<file path="src/rtl/frame_bank_sched_if.sv">
// Bus bundle for the double-buffered frame store scheduler: SPI receive side,
// LCD read side, BRAM ports and status flags.
interface frame_bank_sched_if #(
    parameter int ADDR_WIDTH = 14
);
    // Receive path
    logic                  wr_start;
    logic                  wr_end;
    logic                  wr_valid;
    logic [7:0]            wr_data;

    // LCD side
    logic [ADDR_WIDTH-1:0] rd_addr;
    logic                  frame_sync;
    logic                  err_clr;

    // BRAM ports
    logic                  mem_we;
    logic [ADDR_WIDTH:0]   mem_waddr;
    logic [7:0]            mem_wdata;
    logic [ADDR_WIDTH:0]   mem_raddr;

    // Status
    logic                  front_bank;
    logic                  frame_pending;
    logic                  rx_busy;
    logic                  err_overflow;
    logic                  err_short;
    logic [7:0]            frame_count;

    modport slave (
        input  wr_start, wr_end, wr_valid, wr_data, rd_addr, frame_sync, err_clr,
        output mem_we, mem_waddr, mem_wdata, mem_raddr,
        output front_bank, frame_pending, rx_busy, err_overflow, err_short, frame_count
    );

    modport master (
        output wr_start, wr_end, wr_valid, wr_data, rd_addr, frame_sync, err_clr,
        input  mem_we, mem_waddr, mem_wdata, mem_raddr,
        input  front_bank, frame_pending, rx_busy, err_overflow, err_short, frame_count
    );
endinterface

</file>
<file path="src/rtl/frame_bank_sched.sv">
// Double-buffer scheduler: received frames land in the back bank and are swapped
// to the front only at an LCD frame boundary once a full frame has arrived.
module frame_bank_sched #(
    parameter int ADDR_WIDTH  = 14,
    parameter int FRAME_BYTES = 16384
) (
    input  logic               sys_clk,
    input  logic               sys_rst,
    frame_bank_sched_if.slave  bus
);

    typedef enum logic [1:0] {
        ST_IDLE    = 2'd0,
        ST_RECV    = 2'd1,
        ST_PENDING = 2'd2
    } state_t;

    // The count must be able to hold FRAME_BYTES itself, hence one extra bit.
    localparam logic [ADDR_WIDTH:0] FRAME_CNT = (ADDR_WIDTH+1)'(FRAME_BYTES);
    localparam logic [ADDR_WIDTH:0] CNT_ONE   = {{ADDR_WIDTH{1'b0}}, 1'b1};

    state_t              state_q, state_d;
    logic [ADDR_WIDTH:0] wcount_q, wcount_d;
    logic                front_q, front_d;
    logic                we_q, we_d;
    logic [ADDR_WIDTH:0] waddr_q, waddr_d;
    logic [7:0]          wdata_q, wdata_d;
    logic                ovf_q, ovf_d;
    logic                short_q, short_d;
    logic [7:0]          fcount_q, fcount_d;
    logic [ADDR_WIDTH:0] cnt_after;

    always_ff @(posedge sys_clk or posedge sys_rst) begin
        if (sys_rst) begin
            state_q  <= ST_IDLE;
            wcount_q <= '0;
            front_q  <= 1'b0;
            we_q     <= 1'b0;
            waddr_q  <= '0;
            wdata_q  <= '0;
            ovf_q    <= 1'b0;
            short_q  <= 1'b0;
            fcount_q <= '0;
        end else begin
            state_q  <= state_d;
            wcount_q <= wcount_d;
            front_q  <= front_d;
            we_q     <= we_d;
            waddr_q  <= waddr_d;
            wdata_q  <= wdata_d;
            ovf_q    <= ovf_d;
            short_q  <= short_d;
            fcount_q <= fcount_d;
        end
    end

    always_comb begin
        state_d   = state_q;
        wcount_d  = wcount_q;
        front_d   = front_q;
        we_d      = 1'b0;
        waddr_d   = waddr_q;
        wdata_d   = wdata_q;
        fcount_d  = fcount_q;
        cnt_after = wcount_q;
        // Clear first so a set event later in this block overrides it.
        ovf_d     = ovf_q & ~bus.err_clr;
        short_d   = short_q & ~bus.err_clr;

        unique case (state_q)
            ST_IDLE: begin
                if (bus.wr_start) begin
                    state_d  = ST_RECV;
                    wcount_d = '0;
                end
            end

            ST_RECV: begin
                if (bus.wr_valid) begin
                    if (wcount_q < FRAME_CNT) begin
                        we_d      = 1'b1;
                        waddr_d   = {~front_q, wcount_q[ADDR_WIDTH-1:0]};
                        wdata_d   = bus.wr_data;
                        cnt_after = wcount_q + CNT_ONE;
                    end else begin
                        ovf_d = 1'b1;
                    end
                end
                wcount_d = cnt_after;

                if (bus.wr_start) begin
                    short_d  = 1'b1;
                    wcount_d = '0;
                end else if (bus.wr_end) begin
                    // Judged on the post-increment count so a final byte on the end cycle counts.
                    if (cnt_after == FRAME_CNT) begin
                        state_d = ST_PENDING;
                    end else begin
                        short_d = 1'b1;
                        state_d = ST_IDLE;
                    end
                end
            end

            ST_PENDING: begin
                if (bus.frame_sync) begin
                    front_d  = ~front_q;
                    fcount_d = fcount_q + 8'd1;
                    state_d  = ST_IDLE;
                end
                // A new frame start drops the pending one unless the swap lands first.
                if (bus.wr_start) begin
                    state_d  = ST_RECV;
                    wcount_d = '0;
                end
            end

            default: begin
                state_d = ST_IDLE;
            end
        endcase
    end

    assign bus.mem_we        = we_q;
    assign bus.mem_waddr     = waddr_q;
    assign bus.mem_wdata     = wdata_q;
    assign bus.mem_raddr     = {front_q, bus.rd_addr};
    assign bus.front_bank    = front_q;
    assign bus.frame_pending = (state_q == ST_PENDING);
    assign bus.rx_busy       = (state_q == ST_RECV);
    assign bus.err_overflow  = ovf_q;
    assign bus.err_short     = short_q;
    assign bus.frame_count   = fcount_q;

endmodule

</file>
<file path="src/flat_wrapper.sv">
// flat-port wrapper written by rule: the top's interface ports become plain ports
module frame_bank_sched_flat 
#(
    parameter int ADDR_WIDTH  = 14,
    parameter int FRAME_BYTES = 16384
)
  (sys_clk, sys_rst, bus_wr_start, bus_wr_end, bus_wr_valid, bus_wr_data, bus_rd_addr, bus_frame_sync, bus_err_clr, bus_mem_we, bus_mem_waddr, bus_mem_wdata, bus_mem_raddr, bus_front_bank, bus_frame_pending, bus_rx_busy, bus_err_overflow, bus_err_short, bus_frame_count);
  frame_bank_sched_if #(.ADDR_WIDTH(ADDR_WIDTH)) bus_i ();
  input  logic sys_clk;
  input  logic sys_rst;
  input wire logic [$bits(bus_i.wr_start)-1:0] bus_wr_start;
  input wire logic [$bits(bus_i.wr_end)-1:0] bus_wr_end;
  input wire logic [$bits(bus_i.wr_valid)-1:0] bus_wr_valid;
  input wire logic [$bits(bus_i.wr_data)-1:0] bus_wr_data;
  input wire logic [$bits(bus_i.rd_addr)-1:0] bus_rd_addr;
  input wire logic [$bits(bus_i.frame_sync)-1:0] bus_frame_sync;
  input wire logic [$bits(bus_i.err_clr)-1:0] bus_err_clr;
  output wire logic [$bits(bus_i.mem_we)-1:0] bus_mem_we;
  output wire logic [$bits(bus_i.mem_waddr)-1:0] bus_mem_waddr;
  output wire logic [$bits(bus_i.mem_wdata)-1:0] bus_mem_wdata;
  output wire logic [$bits(bus_i.mem_raddr)-1:0] bus_mem_raddr;
  output wire logic [$bits(bus_i.front_bank)-1:0] bus_front_bank;
  output wire logic [$bits(bus_i.frame_pending)-1:0] bus_frame_pending;
  output wire logic [$bits(bus_i.rx_busy)-1:0] bus_rx_busy;
  output wire logic [$bits(bus_i.err_overflow)-1:0] bus_err_overflow;
  output wire logic [$bits(bus_i.err_short)-1:0] bus_err_short;
  output wire logic [$bits(bus_i.frame_count)-1:0] bus_frame_count;
  assign bus_i.wr_start = bus_wr_start;
  assign bus_i.wr_end = bus_wr_end;
  assign bus_i.wr_valid = bus_wr_valid;
  assign bus_i.wr_data = bus_wr_data;
  assign bus_i.rd_addr = bus_rd_addr;
  assign bus_i.frame_sync = bus_frame_sync;
  assign bus_i.err_clr = bus_err_clr;
  assign bus_mem_we = bus_i.mem_we;
  assign bus_mem_waddr = bus_i.mem_waddr;
  assign bus_mem_wdata = bus_i.mem_wdata;
  assign bus_mem_raddr = bus_i.mem_raddr;
  assign bus_front_bank = bus_i.front_bank;
  assign bus_frame_pending = bus_i.frame_pending;
  assign bus_rx_busy = bus_i.rx_busy;
  assign bus_err_overflow = bus_i.err_overflow;
  assign bus_err_short = bus_i.err_short;
  assign bus_frame_count = bus_i.frame_count;
  frame_bank_sched #(.ADDR_WIDTH(ADDR_WIDTH), .FRAME_BYTES(FRAME_BYTES)) u_core (.sys_clk(sys_clk), .sys_rst(sys_rst), .bus(bus_i));
endmodule
</file>
<file path="config.mk">
export PLATFORM = sky130hd
export DESIGN_NAME = frame_bank_sched_flat
export DESIGN_NICKNAME = d
export VERILOG_FILES = /design/src/rtl/frame_bank_sched_if.sv /design/src/rtl/frame_bank_sched.sv /design/src/flat_wrapper.sv
export SDC_FILE = /design/constraint.sdc
export NUM_CORES = 1
export LEC_CHECK = 0
export CAP_MARGIN = 10
export CORE_AREA = 2 2 77 79
export CTS_CLUSTER_DIAMETER = 50
export CTS_CLUSTER_SIZE = 40
export DETAILED_ROUTE_END_ITERATION = 10
export DIE_AREA = 0 0 79 81
export MAX_ROUTING_LAYER = met4
export PLACE_DENSITY = 0.78
export SLEW_MARGIN = 10
export SYNTH_ARGS = -nofsm -noshare
export SYNTH_HDL_FRONTEND = slang
export SYNTH_SLANG_ARGS = --single-unit
</file>
<file path="constraint.sdc">
create_clock -name sys_clk -period 3.61 [get_ports sys_clk]
set_clock_uncertainty 0.2 [all_clocks]
set_input_delay 0.361 -clock sys_clk [delete_from_list [all_inputs] [get_ports sys_clk]]
set_output_delay 0.361 -clock sys_clk [all_outputs]
set_load 0.01 [all_outputs]
</file>
# [After elaboration in Yosys (flattened, before gate mapping)]
# Cells that the tools add are included.
[word_totals] ff_bits=52 inputBits=29 output_inout_bits=52
[classes] magnitude_cmp=1 n_bitwise=4 add_sub_neg=2 eq_ne=8 mux=23 n_reduce_logical=7
[ops] op="15-bit two-way mux" n=5
[ops] op="15-bit case mux with 2 select lines" n=1
[ops] op="15-bit by 1-bit adder with 15-bit output (second input constant)" n=1
[ops] op="15-bit equality test (second input constant)" n=1
[ops] op="15-bit < comparator (second input constant)" n=1
[ops] op="2-bit two-way mux" n=6
[ops] op="1-bit two-way mux" n=10
[ops] op="8-bit by 1-bit adder with 8-bit output (second input constant)" n=1
[ops] op="2-bit != test (second input constant)" n=3
[ops] op="2-bit case mux with 3 select lines" n=1
[ops] op="2-bit AND reduction" n=2
[ops] op="4-bit AND reduction" n=1
[ops] op="3-bit != test (second input constant)" n=1
[ops] op="3-bit AND reduction" n=1
[ops] op="1-bit bitwise AND" n=2
[ops] op="2-bit by 1-bit equality test with 1-bit output (second input constant)" n=1
[ops] op="2-bit equality test (second input constant)" n=1
[ops] op="2-bit logical NOT" n=1
[ops] op="2-bit by 1-bit != test with 1-bit output (second input constant)" n=1
[ops] op="1-bit inverter" n=2
[ops] op="2-bit nonzero test" n=1
[ops] op="2-bit OR reduction" n=1

# [Depth between registers and ports, before layout]
# Gate-level depths: netlist (run 1).
[depth] ltp_word=9 mapped_depth=8 mapped_depth_nobuf=6

# [Least setup slack after synthesis (run 1)]
# Ideal clock, no wire load.
[synth_timing] kind="register to register" from="register u_core.wcount_q[0]" to="register u_core.short_q, in the netlist u_core.bus.err_short" stages_incl_launch_ff=8 slack_ns=1.284 n_path_buf=1 arrival_ns=1.997 path_cell_list="dfrtp_1 -> ha_1 -> clkbuf_2 -> nand4_1 -> o41a_1 -> a21oi_1 -> o2111ai_2 -> o41a_1"
[synth_via] elab_chain_len=9 word_cells_on_any_way=10 classes_between="add/sub: 1; order compare: 1; eq/ne: 1; mux: 7"
[synth_rtl] element="start, declared" line="frame_bank_sched.sv:23" text="logic [ADDR_WIDTH:0] wcount_q, wcount_d;"
[synth_rtl] element="start signal, assigned" line="frame_bank_sched.sv:46" text="wcount_q <= wcount_d;"
[synth_rtl] element="15-bit by 1-bit adder with 15-bit output or 15-bit < comparator (tied branches)" line="frame_bank_sched.sv:84, frame_bank_sched.sv:80"
[synth_rtl] element="15-bit two-way mux" line="frame_bank_sched.sv:80" text="if (wcount_q < FRAME_CNT) begin"
[synth_rtl] element="15-bit two-way mux *" line="frame_bank_sched.sv:79" text="if (bus.wr_valid) begin"
[synth_rtl] element="15-bit two-way mux *" line="frame_bank_sched.sv:70" text="unique case (state_q)"
[synth_rtl] element="15-bit equality test *" line="frame_bank_sched.sv:96" text="if (cnt_after == FRAME_CNT) begin"
[synth_rtl] element="1-bit two-way mux *" line="frame_bank_sched.sv:96"
[synth_rtl] element="1-bit two-way mux *" line="frame_bank_sched.sv:94" text="end else if (bus.wr_end) begin"
[synth_rtl] element="1-bit two-way mux *" line="frame_bank_sched.sv:91" text="if (bus.wr_start) begin"
[synth_rtl] element="1-bit two-way mux *" line="frame_bank_sched.sv:70"
[synth_rtl] element="net u_core.short_d" line="frame_bank_sched.sv:29" text="logic short_q, short_d;"
[synth_rtl] element="end signal, assigned" line="frame_bank_sched.sv:52" text="short_q <= short_d;"
[synth_rtl] element="end, declared" line="frame_bank_sched.sv:29"
# The timed path passes the listed nets; every way through them passes the cells marked *. The select of a mux whose other input is x is not followed.
# A chain may end at the register's enable or synchronous reset.

# [Worst setup path in the final report (run 1)]
# Same ends and word-level chain as after synthesis.

==> results of run 1 <==
[state kept, by name, summed over array words and instances (netlist names), 2 cells and up]
| name | count |
|---|---|
| u_core.state_q | 2 |
| u_core.bus.mem_wdata | 8 |
| u_core.wcount_q | 15 |
| u_core.bus.mem_waddr | 15 |
| u_core.bus.frame_count | 8 |
[per-layer routing]
layer	vias to the layer above	track usage	part of all wire	routed length, microns
li1	941	-	-	-
met1	995	0.2309	0.44	2292
met2	61	0.2627	0.48	2495
met3	6	0.04111	0.064	332
met4	0	0.06552	0.015	80
met5	-	-	0	0
[power by group through the flow]
stage | Sequential (W) | Combinational [W] | Clock, W
after global placement | 0.000632 | 0.000151 | 0
after CTS | 0.000622 | 0.000154 | 0.000337
after detailed placement | 0.000633 | 0.000153 | 0
after floorplan | 0.000642 | 0.0000832 | 0
final | 0.000621 | 0.000150 | 0.000328
after global routing | 0.000625 | 0.000166 | 0.000359
[stage by stage]
step	power (W)	cells	utilization	setup slack, ns	cell area, sq um
finish	0.001100	360	0.5617	1.034	3188
global route	0.001151	360	0.5617	0.8923	3188
CTS	0.001113	360	0.5617	1.053	3188
detailed placement	0.0007858	352	0.5467	0.9036	3103
global placement	0.0007830	352	0.5467	0.9576	3103
floorplan	0.0007248	257	-	1.284	2671
[final cells by class]
cell class,instances,area (sq um),share of cell area
Timing Repair Buffer,53,528.0,0.1656
Tap cell,75,93.84,0.02943
Clock inverter,1,8.758,0.002747
Clock buffer,7,76.32,0.02394
Inverter,8,30.03,0.009419
Multi-Input combinational cell,164,1150,0.3607
Sequential cell,52,1301,0.4082
[synth_stat cells (5+ instances only)]
cell type  number  area, sq um
nor3_1          6        30.03
dfrtp_1        52         1301
mux2_2         23        259.0
a21oi_1         9        45.04
nand2_1        13        48.80
nand2b_1        5        31.28
nor2_1         16        60.06
clkbuf_1        8        30.03
buf_2           7        35.03
nand3_1        10        50.05
inv_1           8        30.03
buf_4          15        112.6
xor2_1          5        43.79
o21ai_0        26        130.1
xnor2_1         8        70.07
nand4_1         6        37.54
[kinds of logic (layout without fill, tap and decap cells)]
| family | count (synthesis) | after routing | share of synthesized area |
|---|---|---|---|
| AO/OA/AOI/OAI | 52 | 52 | 0.1204 |
| XOR/XNOR | 13 | 13 | 0.04262 |
| adder cells (fa/ha/maj) | 2 | 2 | 0.009366 |
| buffers and inverters | 41 | 69 | 0.08337 |
| flip-flops | 52 | 52 | 0.4871 |
| multiplexers | 24 | 24 | 0.1026 |
| AND/OR/NAND/NOR | 73 | 73 | 0.1546 |
[path summary, 6_finish.rpt]
kind | from | endpoint | slack [ns] | cells past startpoint
max in group asynchronous | sys_rst | u_core.bus.mem_waddr[7] | 2.14 | 2
hold / removal | u_core.bus.frame_count[7] | u_core.bus.frame_count[7] | 0.29 | 1
hold reg to reg | u_core.bus.frame_count[7] | u_core.bus.frame_count[7] | 0.29 | 1
setup reg to reg | u_core.wcount_q[0] | u_core.bus.err_short | 1.03 | 6
setup / recovery | u_core.wcount_q[0] | u_core.bus.err_short | 1.03 | 6
min in group asynchronous | sys_rst | u_core.bus.mem_waddr[10] | 0.42 | 2
[worst max-delay path, cell delays in order, from the launching register on]
cell and delay (ns):
dfrtp_1 0.50, ha_1 0.34, nand4_1 0.24, o41a_1 0.45, a21oi_1 0.16, o2111ai_2 0.16
o41a_1 0.39
==> metrics.md, run 1 <==
| Metric | Value |
|---|---|
| Outcome | complete, no violations |
| CP Launch Type | flop |
| Io pins | 81 |
| Clock power frac | 0.298 |
| Post-synth EDFFs | 0 |
| Latest clock arrival within the worst-skew pair | 0.31 ns |
| Seq/Total Area, Yosys | 0.4871 |
| IO buf count | 52 |
| Die area | 6399 sq um |
| Final hold vios | 0 |
| CTS sink count | 52 |
| Nets | about 320 |
| Slew Viols, Final | 0 |
| CP arrival | 2.56 ns |
| Yosys cell types | 43 |
| Most frequent cells in the layout | clkdlybuf4s50_1, dfrtp_1, o21ai_0, mux2_2, nor2_1 |
| DPL Wire Length | 3643 microns |
| Via count | 2003 |
| FILL cells | 510 |
| RSZ-0062 raised after global routing | no |
| First-pass GRT wire length | 8576 microns |
| Share of cells above drive strength 1 | 0.1298 |
| Htree depth | 2 |
| CTS tree | done |
| Initial drt markers | 127 |
| Initial Utilization | 0.4707 |
| Die height | 81 microns |
| Ant. Diodes | 0 |
| CTS Buffer Depth | 2 |
| Worst Setup Path Type | flop to flop |
| Post-Route WL | between 5000 and 6000 microns |
| Max_cap viols | 0 |
| DRT antenna net count | 0 |
| Switching Share | 0.2494 |
| Chip Width | 79 microns |
| Antenna violations before repair | 0 |
| Setup crit end kind | flop |
| Sw Pwr | 0.0002743 W |
| PD cells | 345.0 nW/um^2 |
| Largest net degree at the start of global routing | 53 |
| LEAKAGE | about 1.4 nW |
| Syn nets | 288 |
| Yosys warns | 0 |
| F_max | 388.3 MHz |
| Gate Count Post-Synth | ~260 |
| #FFs+latches synth | 52 |
| Endpoints failing setup | 0 |
| Final Wtd Congestion | 0.8931 |
| Vias in the first global route | approximately 1800 |
| Type of the most critical hold path | flop to flop |
| Syn-to-layout area delta | 19.34% |
| Synthesized area per cell | 10.39 sq um |
| GRT Total Usage | 0.1743 |
| Hold-fix buffers, CTS | 0 |
| Main synth FF type | dfrtp_1 |
| Int Pwr | 0.0008255 W |
| Clock transition at the registers of the reported paths | 0.09 ns |
| Final period utilization | 0.7134 |
| Async SR Flop Fraction | 1.000 |
| Remaining Overflow, GRT | 0 |
| Drt via density | 5.564 |
| Post-CTS Resized | 0 |
| 1st-pass router iterations | 4 |
| Combinational power share | 0.137 |
| Actual slew at the worst max-slew pin | between 1 and 1.5 ns |
| Post-CTS Setup Bufs | 0 |
| # DRC | 0 |
| Max rail drop VDD | roughly 0.27 mV |
| Synthesized area | 2671 sq um |
| Setup_tns | 0 ns |
| Core area | 5675 sq um |
| CP max FO | 8 |
| Sequential power share | 0.565 |
| Row count | 28 |
| Root buf cell | clkbuf_8 |
| Hold slack | 0.2859 ns |
| Post-layout min period | 2.576 ns |
| Clock buffer count from CTS | 5 |
| Required time of the critical path | 3.59 ns |
| WL/cell | between 10 and 15 microns |
| Slew Limit Headroom | 0.3073 |
Note: power is estimated with default switching activity, not from simulation.
==> run 2, diff against run 1 <==
Settings changed: CORE_AREA 2 2 77 79 to 2 2 83 85, DIE_AREA 0 0 79 81 to 0 0 85 87, PLACE_DENSITY 0.78 to 0.7.
Clock period 3.61 ns to 2.18 ns, I/O delays scaled along.
==> metrics.md, run 2 (synthesized netlist as in run 1, its figures left out) <==
| Metric | Value |
|---|---|
| Clock power frac | 0.339 (+0.041) |
| F_max | 473.0 MHz (+22%) |
| Row count | 30 (+7.1%) |
| Vias in the first global route | 1983 (+7.4%) |
| Post-CTS Resized | 0 (unchanged) |
| Slowest-stage cell, CP | dfrtp_1 |
| Final hold vios | 0 (unchanged) |
| Clock transition at the registers of the reported paths | 0.10 ns (about the same) |
| Pwr Total | 0.001989 W (+81%) |
| CP top delay family | compound AO/OA/AOI/OAI gates |
| CTS Buffer Depth | 2 (unchanged) |
| Int Pwr | 0.001510 W (+83%) |
| Max_cap viols | 0 (unchanged) |
| Hold slack | 0.07132 ns (-0.2145 ns) |
| PD cells | 568.5 nW/um^2 (+65%) |
| Post-CTS Setup Bufs | 0 (unchanged) |
| Latest clock arrival within the worst-skew pair | 0.31 ns (about the same) |
| Combinational power share | 0.146 (+0.009) |
| Core area | 6569 sq um (+16%) |
| Actual slew at the worst max-slew pin | 0.6245 ns (-0.4130 ns) |
| Ant. Diodes | 0 (unchanged) |
| # DRC | 0 (unchanged) |
| DRT antenna net count | 0 (unchanged) |
| Required time of the critical path | 2.16 ns (-1.43 ns) |
| Max stage delay on crit path | 0.47 ns (-0.03 ns) |
| First-pass GRT wire length | 9453 microns (+10%) |
| Io pins | 81 (unchanged) |
| Switching Share | 0.2407 (-0.008715) |
| CP Launch Type | flop |
| Drt via density | 5.185 (-6.8%) |
| Post-Route WL | 5658 microns (+8.8%) |
| Initial drt markers | 61 (-52%) |
| CTS sink count | 52 (unchanged) |
| LEAKAGE | 1.568 nW (+13%) |
| Clock buffer count from CTS | 5 (unchanged) |
| Final period utilization | 0.9699 (+0.2565) |
| Worst Setup Path Type | flop to flop |
| Final Core Density | 0.5326 (-0.02916) |
| Outcome | complete, no violations |
| CP max FO | 7 (-1) |
| IO buf count | 52 (unchanged) |
| Die height | 87 microns (+7.4%) |
| Syn-to-layout area delta | 30.96% |
| Root buf cell | clkbuf_8 |
| Via count | 2048 (+2.2%) |
| Final Cell Area | 3498 sq um (+9.7%) |
| 1st-pass router iterations | 4 (unchanged) |
| DPL Wire Length | 4125 microns (+13%) |
| Worst path bufs/invs | 0 (unchanged) |
| Initial Utilization | 0.4067 (-0.06401) |
| Antenna violations before repair | 0 (unchanged) |
| Type of the most critical hold path | primary input to asynchronous set/reset pin |
| Htree depth | 2 (unchanged) |
| FILL cells | 562 (+10%) |
| Chip Width | 85 microns (+7.6%) |
| Max rail drop VDD | 0.3710 mV (+40%) |
| Sequential power share | 0.515 (-0.050) |
| CP arrival | 2.09 ns (-0.47 ns) |
| CTS tree | done |
| Share of cells above drive strength 1 | 0.2349 (+0.1051) |
| Sw Pwr | 0.0004787 W (+75%) |
| Slew Limit Headroom | 0.5837 (+0.2764) |
| Remaining Overflow, GRT | 0 (unchanged) |
| Hold-fix buffers, CTS | 0 (unchanged) |
| Commonest non-fill, non-tap cell in the layout | clkdlybuf4s50_1 |
| Most frequent cells in the layout | clkdlybuf4s50_1, dfrtp_1, buf_4, o21ai_0, mux2_2 |
| Cell Chain, Critical Path | nand4_1 -> o41a_1 -> a21oi_2 -> o2111ai_2 -> o41a_1 |
| WL/cell | 14.32 microns (-0.85%) |
| Placed instance area | 3377 sq um (+8.8%) |
| Setup crit end kind | flop |
| Slew Viols, Final | 0 (unchanged) |
| Endpoints failing setup | 0 (unchanged) |
| Worst path most repeated cell | o41a_1 |
| Largest net degree at the start of global routing | 53 (unchanged) |
| GRT Total Usage | 0.1629 (-0.01144) |
| Post-layout min period | 2.114 ns (-0.4611 ns) |
| Final Wtd Congestion | 0.8991 (+0.67%) |
| Die area | 7395 sq um (+16%) |
| RSZ-0062 raised after global routing | yes |
| Nets | 345 (+9.5%) |
[run 2: cell count changes in the layout (fill, tap and decap cells not counted), sizes merged]
cell / before / now
inv: 8 / 9
buf: 1 / 31
clkbuf: 7 / 6
bufinv: 0 / 1
clkinv: 1 / 0
[run 2: worst register-to-register path, cell delays in order (launching register included)]
cell       delay (ns)
dfrtp_1          0.47
nand4_1          0.20
o41a_1           0.47
a21oi_2          0.13
o2111ai_2        0.13
o41a_1           0.39
[run 2: power by group through the flow]
stage          Sequential, W  Clock [W]  Combinational, W
3_3_place_gp         0.00104          0          0.000290
4_1_cts              0.00102   0.000694          0.000294
3_5_place_dp         0.00104          0          0.000293
6_report             0.00102   0.000674          0.000291
2_1_floorplan        0.00106          0          0.000141
5_1_grt              0.00103   0.000735          0.000316
[run 2: worst paths after layout]
path                                           start                         to  slack [ns]  cells past startpoint
min in group sys_clk                 bus_rd_addr[10]          bus_mem_raddr[10]        0.24                      0
max in group asynchronous                    sys_rst         u_core.wcount_q[0]        1.47                      3
max reg2reg                       u_core.wcount_q[8]       u_core.bus.err_short        0.07                      5
max                               u_core.wcount_q[8]       u_core.bus.err_short        0.07                      5
min reg2reg                u_core.bus.frame_count[7]  u_core.bus.frame_count[7]        0.28                      1
min                                          sys_rst          u_core.bus.mem_we        0.07                      3
[run 2: area by class of cell]
type                            instances  area, sq um  area share
Multi-Input combinational cell        164         1176      0.3362
Tap cell                               80        100.1     0.02861
Sequential cell                        52         1303      0.3723
Clock inverter                          2        38.79     0.01109
Inverter                                8        30.03    0.008584
Timing Repair Buffer                   83        778.2      0.2225
Clock buffer                            6        72.57     0.02074
[run 2: routing by layer]
metal / up-vias / share of wire / global-route usage
met3: 8 / 0.047 / 0.03033
met4: 0 / 0.016 / 0.05483
met1: 993 / 0.45 / 0.2146
met2: 47 / 0.48 / 0.2550
li1: 1000 / - / -
met5: - / 0 / -
[run 2: stage by stage]
step,worst slack [ns],TNS (ns),std cells
after floorplan,-0.01741,-0.01741,257
after global placement,-0.1335,-0.6891,387
after detailed placement,-0.1984,-1.462,387
after CTS,0.05688,0,395
after global routing,-0.03798,-0.03798,395
final,0.06562,0,395
==> run 3, diff against run 2 <==
Settings changed: ABC_CLOCK_PERIOD_IN_PS set to 2180, CELL_PAD_IN_SITES_DETAIL_PLACEMENT set to 2, CELL_PAD_IN_SITES_GLOBAL_PLACEMENT set to 2, CORE_AREA 2 2 83 85 to 2 2 105 107, DIE_AREA 0 0 85 87 to 0 0 107 109, PLACE_DENSITY 0.7 to 0.71.
==> metrics.md, run 3 (synthesized netlist as in run 1, its figures left out) <==
| Metric | Value |
|---|---|
| Worst Setup Path Type | flop to flop |
| Placed insts | 454 (+17%) |
| CP max FO | 3 (-4) |
| Slew Limit Headroom | 0.6496 (+0.06592) |
| Final Wtd Congestion | 0.7827 (-13%) |
| Most frequent cells in the layout | clkdlybuf4s50_1, dfrtp_1, buf_4, o21ai_0, mux2_2 |
| Row count | 38 (+27%) |
| CP arrival | 2.12 ns (+0.03 ns) |
| PnR worst setup slack | 0.07026 ns (+0.004641 ns) |
| Core area | 10600 sq um (+61%) |
| # DRC | 0 (unchanged) |
| Htree depth | 2 (unchanged) |
| Remaining Overflow, GRT | 0 (unchanged) |
| Io pins | 81 (unchanged) |
| Commonest non-fill, non-tap cell in the layout | clkdlybuf4s50_1 |
| Combinational power share | 0.153 (+0.007) |
| Final period utilization | 0.9678 (-0.002129) |
| CTS Buffer Depth | 2 (unchanged) |
| Hold-fix buffers, CTS | 0 (unchanged) |
| Int Pwr | 0.001517 W (+0.48%) |
| Required time of the critical path | 2.19 ns (+0.03 ns) |
| Pwr Total | 0.002032 W (+2.2%) |
| Final hold vios | 5 (+5) |
| Post-layout min period | 2.110 ns (-0.004641 ns) |
| 1st-pass router iterations | 4 (unchanged) |
| Clock power frac | 0.343 (+0.004) |
| Sw Pwr | 0.0005151 W (+7.6%) |
| CTS sink count | 52 (unchanged) |
| Layout Cells excl Fill | 462 (+17%) |
| Post-Route WL | 7774 microns (+37%) |
| LEAKAGE | 1.609 nW (+2.7%) |
| Die height | 109 microns (+25%) |
| Clock transition at the registers of the reported paths | 0.11 ns (about the same) |
| Root buf cell | clkbuf_8 |
| Via count | 2162 (+5.6%) |
| Slew Viols, Final | 0 (unchanged) |
| Switching Share | 0.2535 (+0.01273) |
| Ant. Diodes | 0 (unchanged) |
| Type of the most critical hold path | primary input to asynchronous set/reset pin |
| Vias in the first global route | 2452 (+24%) |
| Endpoints failing setup | 0 (unchanged) |
| Outcome | complete, but fails checks |
| Hold slack | -0.006120 ns (-0.07745 ns) |
| IO buf count | 52 (unchanged) |
| Syn-to-layout area delta | 36.49% |
| Setup WS pre-CTS | -0.2307 ns (-0.03225 ns) |
| CP Launch Type | flop |
| PD cells | 557.4 nW/um^2 (-1.9%) |
| RSZ-0062 raised after global routing | yes |
| Violated checks | hold timing |
| Antenna violations before repair | 0 (unchanged) |
| DRT antenna net count | 0 (unchanged) |
| DPL Wire Length | 5735 microns (+39%) |
| Max_cap viols | 0 (unchanged) |
| Largest net degree at the start of global routing | 37 (-30%) |
| Nets | 352 (+2.0%) |
| Setup crit end kind | flop |
| First-pass GRT wire length | 12680 microns (+34%) |
| Initial Utilization | 0.2519 (-0.1547) |
| Clock buffer count from CTS | 5 (unchanged) |
| F_max | 474.0 MHz (+0.22%) |
| CTS tree | done |
| Initial drt markers | 71 (+16%) |
| Drt via density | 4.680 (-9.7%) |
| Share of cells above drive strength 1 | 0.2547 (+0.01974) |
| Chip Width | 107 microns (+26%) |
| Latest clock arrival within the worst-skew pair | 0.32 ns (about the same) |
| Actual slew at the worst max-slew pin | 0.5256 ns (-0.09887 ns) |
| WL/cell | 16.83 microns (+17%) |
| Max rail drop VDD | 0.2516 mV (-32%) |
| Sequential power share | 0.504 (-0.011) |
| Die area | 11660 sq um (+58%) |
| FILL cells | 1143 (+100%) |
| Post-CTS Setup Bufs | 0 (unchanged) |
| GRT Total Usage | 0.1423 (-0.02055) |
run 3: cell types whose count changed in the layout (fill, tap and decap cells not counted), sizes merged:
cell / before / now
buf: 31 / 38
run 3: layer usage:
metal | wire (microns) | global-route usage | share of wire | vias to the layer above
li1 | - | - | - | 1014
met1 | 3456 | 0.1719 | 0.44 | 1097
met2 | 3952 | 0.2398 | 0.51 | 38
met3 | 191 | 0.02391 | 0.025 | 13
met4 | 173 | 0.05380 | 0.022 | 0
met5 | 0 | - | 0 | -
run 3: final timing paths:
path,cells after the start,from,slack (ns),to
setup / recovery,7,u_core.wcount_q[1],0.07,u_core.bus.err_short
hold / removal,2,sys_rst,-0.006,u_core.bus.mem_wdata[5]
setup reg to reg,7,u_core.wcount_q[1],0.07,u_core.bus.err_short
hold reg to reg,1,u_core.bus.frame_count[7],0.29,u_core.bus.frame_count[7]
max in group asynchronous,3,sys_rst,1.24,u_core.bus.mem_waddr[5]
min in group sys_clk,0,bus_rd_addr[3],0.24,bus_mem_raddr[3]
run 3: area by class of cell:
type / count / area (sq um) / share of cell area
clock buffers: 6 / 72.57 / 0.01990
well taps: 140 / 175.2 / 0.04804
repair buffers: 90 / 843.3 / 0.2313
inverters: 8 / 30.03 / 0.008236
clock inverters: 2 / 38.79 / 0.01064
flip-flops and latches: 52 / 1303 / 0.3572
multi-input cells: 164 / 1184 / 0.3246
run 3: power groups by stage:
stage          sequential [W]  clock (W)  combinational (W)
2_1_floorplan         0.00106          0           0.000141
3_3_place_gp          0.00104          0           0.000305
3_5_place_dp          0.00105          0           0.000312
4_1_cts               0.00103   0.000727           0.000316
5_1_grt               0.00103   0.000758           0.000337
6_report              0.00102   0.000697           0.000310
run 3: repair_timing:
item / in CTS / in global routing
gates resized for setup: 1 / 2
endpoints found under the setup margin: 1 / 9
pin swaps: 1 / 6
cloned: 0 / 0
run 3: worst max-delay path: stages (launching register included):
cell	delay, ns
dfrtp_1	0.40
ha_2	0.21
buf_4	0.15
nor3_1	0.21
o2111ai_1	0.20
a21oi_2	0.17
o2111ai_2	0.13
o41a_1	0.34
run 3: stage by stage:
| step | util | instance area (sq um) | TNS, ns |
|---|---|---|---|
| floorplan | - | 2698 | -0.01741 |
| global placement | 0.3317 | 3517 | -0.1751 |
| detailed placement | 0.3317 | 3517 | -0.4616 |
| CTS | 0.3428 | 3635 | 0 |
| global route | 0.3439 | 3646 | -0.02988 |
| finish | 0.3439 | 3646 | 0 |
